==> config.mk <==
export PLATFORM = sky130hd
export DESIGN_NAME = ex_flag_stage
export DESIGN_NICKNAME = d
export VERILOG_FILES = /design/src/rtl/ex_flag_stage.sv
export SDC_FILE = /design/constraint.sdc
export NUM_CORES = 1
export LEC_CHECK = 0
export CORE_MARGIN = 2
export CORE_UTILIZATION = 36
export DETAILED_ROUTE_END_ITERATION = 7
export PLACE_DENSITY = 0.82
export SETUP_SLACK_MARGIN = 0.3
export SLEW_MARGIN = 25
export SYNTH_ARGS = -nofsm -noshare
export SYNTH_HDL_FRONTEND = slang
export SYNTH_SLANG_ARGS = --single-unit
==> constraint.sdc <==
create_clock -name clk -period 2.6 [get_ports clk]
set_clock_uncertainty 0.15 [all_clocks]
set_input_delay 0.65 -clock clk [delete_from_list [all_inputs] [get_ports clk]]
set_output_delay 0.65 -clock clk [all_outputs]
set_load 0.1 [all_outputs]
==> src/rtl/ex_flag_stage.sv <==
// EX/MEM boundary register: captures ALU result/destination, owns the Z/V/N flag register
// and resolves conditional branches. Optional taken-branch counter behind EX_PERF_CNT_EN.
module ex_flag_stage #(
    parameter int DATA_W = 16,
    parameter int DST_W  = 3
) (
    input  logic              clk,
    input  logic              rst,
    input  logic              ex_valid,
    output logic              ex_ready,
    input  logic [DATA_W-1:0] ex_result,
    input  logic              ex_z,
    input  logic              ex_v,
    input  logic              ex_n,
    input  logic [2:0]        ex_alu_op,
    input  logic              ex_set_flags,
    input  logic              ex_is_branch,
    input  logic [2:0]        ex_cond,
    input  logic [DST_W-1:0]  ex_dst,
    input  logic              flush,
    input  logic              mem_stall,
    output logic              mem_valid,
    output logic [DATA_W-1:0] mem_result,
    output logic [DST_W-1:0]  mem_dst,
    output logic              mem_br_taken,
    output logic              flag_z,
    output logic              flag_v,
    output logic              flag_n,
    output logic [15:0]       br_taken_cnt
);

    localparam logic [2:0] OP_ADD = 3'b000;
    localparam logic [2:0] OP_SUB = 3'b001;

    logic              mem_valid_q, mem_valid_d;
    logic [DATA_W-1:0] mem_result_q, mem_result_d;
    logic [DST_W-1:0]  mem_dst_q, mem_dst_d;
    logic              mem_br_taken_q, mem_br_taken_d;
    logic              flag_z_q, flag_z_d;
    logic              flag_v_q, flag_v_d;
    logic              flag_n_q, flag_n_d;
    logic              accept;
    logic              cond_true;
    logic              taken;

    assign ex_ready = ~mem_valid_q | ~mem_stall;
    assign accept   = ex_valid & ex_ready & ~flush;
    assign taken    = ex_is_branch & cond_true;

    // Conditions look at the registered flags, so a flag-setting branch sees the old values.
    always_comb begin
        cond_true = 1'b0;
        case (ex_cond)
            3'b000:  cond_true = ~flag_z_q;
            3'b001:  cond_true = flag_z_q;
            3'b010:  cond_true = ~flag_z_q & ~flag_n_q;
            3'b011:  cond_true = flag_n_q;
            3'b100:  cond_true = ~flag_n_q;
            3'b101:  cond_true = flag_n_q | flag_z_q;
            3'b110:  cond_true = flag_v_q;
            default: cond_true = 1'b1;
        endcase
    end

    always_comb begin
        mem_valid_d    = mem_valid_q;
        mem_result_d   = mem_result_q;
        mem_dst_d      = mem_dst_q;
        mem_br_taken_d = mem_br_taken_q;
        flag_z_d       = flag_z_q;
        flag_v_d       = flag_v_q;
        flag_n_d       = flag_n_q;
        if (accept) begin
            mem_valid_d    = 1'b1;
            mem_result_d   = ex_result;
            mem_dst_d      = ex_dst;
            mem_br_taken_d = taken;
            if (ex_set_flags) begin
                flag_z_d = ex_z;
                // Only arithmetic ops produce meaningful overflow/sign flags.
                if (ex_alu_op == OP_ADD || ex_alu_op == OP_SUB) begin
                    flag_v_d = ex_v;
                    flag_n_d = ex_n;
                end
            end
        end else if (flush) begin
            mem_valid_d    = 1'b0;
            mem_br_taken_d = 1'b0;
        end else if (!mem_stall) begin
            mem_valid_d = 1'b0;
        end
    end

    always_ff @(posedge clk or posedge rst) begin
        if (rst) begin
            mem_valid_q    <= 1'b0;
            mem_result_q   <= '0;
            mem_dst_q      <= '0;
            mem_br_taken_q <= 1'b0;
            flag_z_q       <= 1'b0;
            flag_v_q       <= 1'b0;
            flag_n_q       <= 1'b0;
        end else begin
            mem_valid_q    <= mem_valid_d;
            mem_result_q   <= mem_result_d;
            mem_dst_q      <= mem_dst_d;
            mem_br_taken_q <= mem_br_taken_d;
            flag_z_q       <= flag_z_d;
            flag_v_q       <= flag_v_d;
            flag_n_q       <= flag_n_d;
        end
    end

    assign mem_valid    = mem_valid_q;
    assign mem_result   = mem_result_q;
    assign mem_dst      = mem_dst_q;
    assign mem_br_taken = mem_br_taken_q;
    assign flag_z       = flag_z_q;
    assign flag_v       = flag_v_q;
    assign flag_n       = flag_n_q;

`ifdef EX_PERF_CNT_EN
    logic [15:0] br_cnt_q, br_cnt_d;

    always_comb begin
        br_cnt_d = br_cnt_q;
        if (accept && taken) begin
            br_cnt_d = br_cnt_q + 16'd1;
        end
    end

    always_ff @(posedge clk or posedge rst) begin
        if (rst) begin
            br_cnt_q <= 16'h0000;
        end else begin
            br_cnt_q <= br_cnt_d;
        end
    end

    assign br_taken_cnt = br_cnt_q;
`else
    assign br_taken_cnt = 16'h0000;
`endif

endmodule
# --- Word level (Yosys, flattened, before mapping) ---
# Cells that the tools add are included.
totals:
  reg_bits: 24
  out_inout_bits: 41
  elab_cells: 38
classes:
  eq_ne: 8
  n_mux: 6
  n_bitwise: 11
  reduce_logical: 6
op_table:
  columns: ["op", "count"]
  rows:
  - ["3-bit equality test, second input constant", 3]
  - ["1-bit one-hot mux with 7 select lines", 1]
  - ["3-bit by 1-bit equality test with 1-bit output, second input constant", 2]
  - ["3-bit by 2-bit equality test with 1-bit output, second input constant", 2]
  - ["3-bit zero test", 2]
  - ["1-bit two-way mux", 5]
  - ["1-bit inverter", 5]
  - ["1-bit AND", 4]
  - ["3-bit by 2-bit inequality test with 1-bit output, second input constant", 1]
  - ["3-bit AND reduction", 1]
  - ["1-bit bitwise OR", 2]
  - ["2-bit AND reduction", 1]
  - ["2-bit nonzero test", 1]
  - ["1-bit logical OR", 1]

# --- Depth between registers and ports, before layout ---
depth:
  ltp_word: 5
  mapped_depth: 5
  depth_no_buf: 4

# --- Worst setup path after synthesis ---
# No wires, ideal clock.
synth_path:
  path_type: "flip-flop to output port"
  from: "register mem_valid_q, in the netlist mem_valid"
  to: "output ex_ready"
  arrival_time_ps: 1759
  t_required_ps: 1800
  slack_ps: 41
  path_stages_with_launch: 2
  path_buffers: 0
  cell_sequence: "dfrtp_1 -> nand2_1"
synth_between:
  elab_chain_cells: 2
synth_lines:
  columns: ["item", "line_no", "rtl"]
  rows:
  - ["start: declaration", "35", "logic mem_valid_q, mem_valid_d;"]
  - ["start signal: assignment", "104", "mem_valid_q <= mem_valid_d;"]
  - ["1-bit inverter", "46", "assign ex_ready = ~mem_valid_q | ~mem_stall;"]
  - ["1-bit bitwise OR", "46", null]
  - ["end: declaration", "10", "output logic ex_ready,"]
# No other way between the ends.

# --- Final worst setup path ---
layout_path:
  from: "input mem_stall"
  to: "output ex_ready"
layout_between:
  elab_chain_cells: 2
layout_lines:
  columns: ["item", "line_no", "rtl"]
  rows:
  - ["start: declaration", "21", "input logic mem_stall,"]
  - ["1-bit inverter", "46", null]
  - ["1-bit bitwise OR", "46", null]
# No other way between the ends.

==> results.sh <==
export IMPL_largest_net_degree_at_the_start_of_global_routing=16
export IMPL_share_of_synthesized_cell_area_in_full_adder_half_adder_and_majority_cells=0.0101
export IMPL_placed_cell_area_um2=1630
export IMPL_floorplan_die_width_um=59.6
export IMPL_holdBufCountCts=0
export IMPL_timing_critical_path_cells="clkdlybuf4s50_1, nand2_2, buf_12"
export IMPL_detailedRoute_firstPassIterationCount=2
export IMPL_overflow=0
export IMPL_vias_per_instance=4.61
export IMPL_initial_core_util=0.371
export IMPL_highest_ir_drop_seen_on_vdd_v=0.000413
export IMPL_layout_cells_non_filler=180
export IMPL_busiest_layer="met2"
export IMPL_ctsLongestPathBuffers=2
export IMPL_grtUsageTotal=0.133
export IMPL_status="finished clean"
export IMPL_setup_repair_after_global_routing_missed_its_margin="false"
export IMPL_detailed_place_hpwl_mm=1.84
export IMPL_netlist_area_leader_share=0.539
export IMPL_synth_seq_cells=24
export IMPL_grt_first_pass_wirelength_mm=3.53
export IMPL_post_synth_and_or_nand_nor_area_fraction=0.0607
export IMPL_timing_hold_violations_final=0
export IMPL_power_density_cell_area_nw_per_um2=913
export IMPL_setup_bufs_post_cts=0
export IMPL_drv_cap=0
export IMPL_number_of_drc_violations_after_detailed_routing_iteration_0=15
export IMPL_worst_endpoint_arrival_ns=1.41
export IMPL_fin_area_um2=1670
export IMPL_cts_sinks=24
export IMPL_floorplan_io_pins=76
export IMPL_placeable_area_um2=3000
export IMPL_ant_nets=0
export IMPL_netlist_top_cell_by_area="dfrtp_1"
export IMPL_synth_area_um2=1110
export IMPL_first_global_vias=853
export IMPL_seq_area_frac_synth=0.539
export IMPL_path_clk_slew_ns=0.13
export IMPL_crit_slowest_cell="clkdlybuf4s50_1"
export IMPL_cts_repair_resized=0
export IMPL_clkLatencyLatePin_ns=0.32
export IMPL_layout_drive_gt1_share=0.401
export IMPL_leakage_dissipation_nw=0.761
export IMPL_use_met2=0.251
export IMPL_critical_path_class="in -> out"
export IMPL_critPathMaxStageDelay_ns=0.51
export IMPL_dp_cells=176
export IMPL_min_period_over_period=0.851
export IMPL_setup_viol=0
export IMPL_timing_hold_worst_class="reg -> reg"
export IMPL_ys_types=20
export IMPL_detail_route_wl_per_cell_um=12.6
export IMPL_finalCriticalPeriod_ns=2.21
export IMPL_syn2layout_area_growth_pct=49.9
export IMPL_syn_instance_count=85
export IMPL_cp_required_ns=1.80
export IMPL_postSynthAreaPerCell_um2=13.1
export IMPL_antennaDiodeCount=0
export IMPL_place_congestion=0.647
export IMPL_detail_route_drc_violations=0
export IMPL_placement_setup_worst_slack_ns=0.162
export IMPL_h_tree_depth=1
export IMPL_report_final_slew_viol_count=0
export IMPL_synth_yosys_warnings=0
export IMPL_synth_top_cells_by_area="dfrtp_1, mux2_2, buf_4"
export IMPL_layout_nets=183
export IMPL_fmaxAchievable_ghz=0.452
export IMPL_synth_compound_area_share=0.0315
export IMPL_die_height_um=59.6
export IMPL_tritoncts="built"
export IMPL_critical_path_startpoint_type="input pin"
export IMPL_timing_setup_tns_ns=0
export IMPL_grt_antenna_before_repair=0
export IMPL_muxShareOfSynthArea=0.222
export IMPL_finalWorstSetupSlack_ns=0.388
export IMPL_worst_path_max_fanout=3
export IMPL_met3_usage=0.0284
export IMPL_dominant_combinational_cell_family_by_area_after_synthesis="multiplexers"
export IMPL_rows=20
export IMPL_critPathCaptureType="primary output"
export IMPL_numPortBuffers=58
export IMPL_clock_root_buffer="clkbuf_4"
export IMPL_number_of_buffers_created_by_cts=3
export IMPL_detail_route_wirelength_mm=2.27
export IMPL_groute_layer_met1_usage=0.141
export IMPL_total_number_of_vias=829
export IMPL_synth_xor_xnor_area_share=0.00787
export IMPL_design_die_area_um2=3550
## Yosys cell counts
| library cell | count |
|---|---|
| nor2_2 | 1 |
| a21oi_1 | 1 |
| nand2_1 | 3 |
| nand3_1 | 1 |
| maj3_2 | 1 |
| conb_1 | 1 |
| nor2_1 | 2 |
| nand2b_1 | 1 |
| o21ai_1 | 1 |
| nand3b_1 | 2 |
| xor2_1 | 1 |
| dfrtp_1 | 24 |
| or3b_1 | 1 |
| a21bo_2 | 1 |
| or2b_1 | 1 |
| a31oi_1 | 1 |
| o2111ai_1 | 1 |
| mux2_2 | 22 |
| buf_4 | 18 |
| inv_1 | 1 |
## cell usage in the layout, fill, tap and decap left out, types with 2 or more instances in the layout
cell type / Yosys / routed
clkdlybuf4s50_1: 0 / 33
nand2_1: 3 / 2
mux2_2: 22 / 22
dfrtp_1: 24 / 23
clkbuf_4: 0 / 3
conb_1: 1 / 16
buf_4: 18 / 27
nand3b_1: 2 / 2
nor2_1: 2 / 2
## final timing paths
check / startpoint / to / slack, ns / cells past startpoint
max reg2reg: mem_valid / mem_result[8] / 0.87 / 4
min in group asynchronous: rst / flag_z / 0.44 / 2
min reg2reg: mem_dst[1] / mem_dst[1] / 0.37 / 1
max in group asynchronous: rst / mem_dst[1] / 1.33 / 3
min: mem_dst[1] / mem_dst[1] / 0.37 / 1
max: mem_stall / ex_ready / 0.39 / 3
## sequential cells by signal (all words and copies together) (netlist names)
register,flops
mem_br_taken,1
flag_z,1
mem_dst,3
mem_result,16
mem_valid,1
flag_v,1
flag_n,1
## critical path, delay by kind of cell
family        cells  cell delay [ns]
buf+inv           2             0.67
simple gates      1             0.08
## layout make-up
| cell class | instances | area, um2 |
|---|---|---|
| fillers | 271 | 1330 |
| well taps | 33 | 41.3 |
| flip-flops and latches | 24 | 602 |
| inverters | 1 | 3.75 |
| clock buffers | 4 | 36.3 |
| repair buffers | 61 | 553 |
| multi-input cells | 57 | 433 |
## layer usage
layer	wire, um	part of all wire
met1	902	0.40
met2	1130	0.50
met3	215	0.095
met4	17	0.0075
met5	0	0
## where the power goes
part,internal [mW],leakage (nW),switching [mW]
Combinational,0.189,0.455,0.655
Clock,0.0856,0.0210,0.117
Sequential,0.436,0.285,0.0408
Total,0.711,0.761,0.813
## kinds of logic (layout without fill, tap and decap cells)
| group | after synthesis | in the layout |
|---|---|---|
| buf+inv | 19 | 66 |
| other cells | 1 | 16 |
| simple gates | 12 | 12 |
| xor+xnor | 1 | 1 |
| fa+ha+maj | 1 | 1 |
| compound gates | 5 | 5 |
| mux | 22 | 22 |
| flops | 24 | 24 |
## per-stage QoR
| step | power (mW) | utilization | hold WS (ns) |
|---|---|---|---|
| 2_1_floorplan | 1.16 | - | 0.515 |
| 3_3_place_gp | 1.32 | 0.544 | 0.340 |
| 3_5_place_dp | 1.33 | 0.544 | 0.347 |
| 4_1_cts | 1.54 | 0.556 | 0.377 |
| 5_1_grt | 1.58 | 0.556 | 0.384 |
| 6_report | 1.52 | 0.556 | 0.372 |
Note: power is estimated with default switching activity, not from simulation.
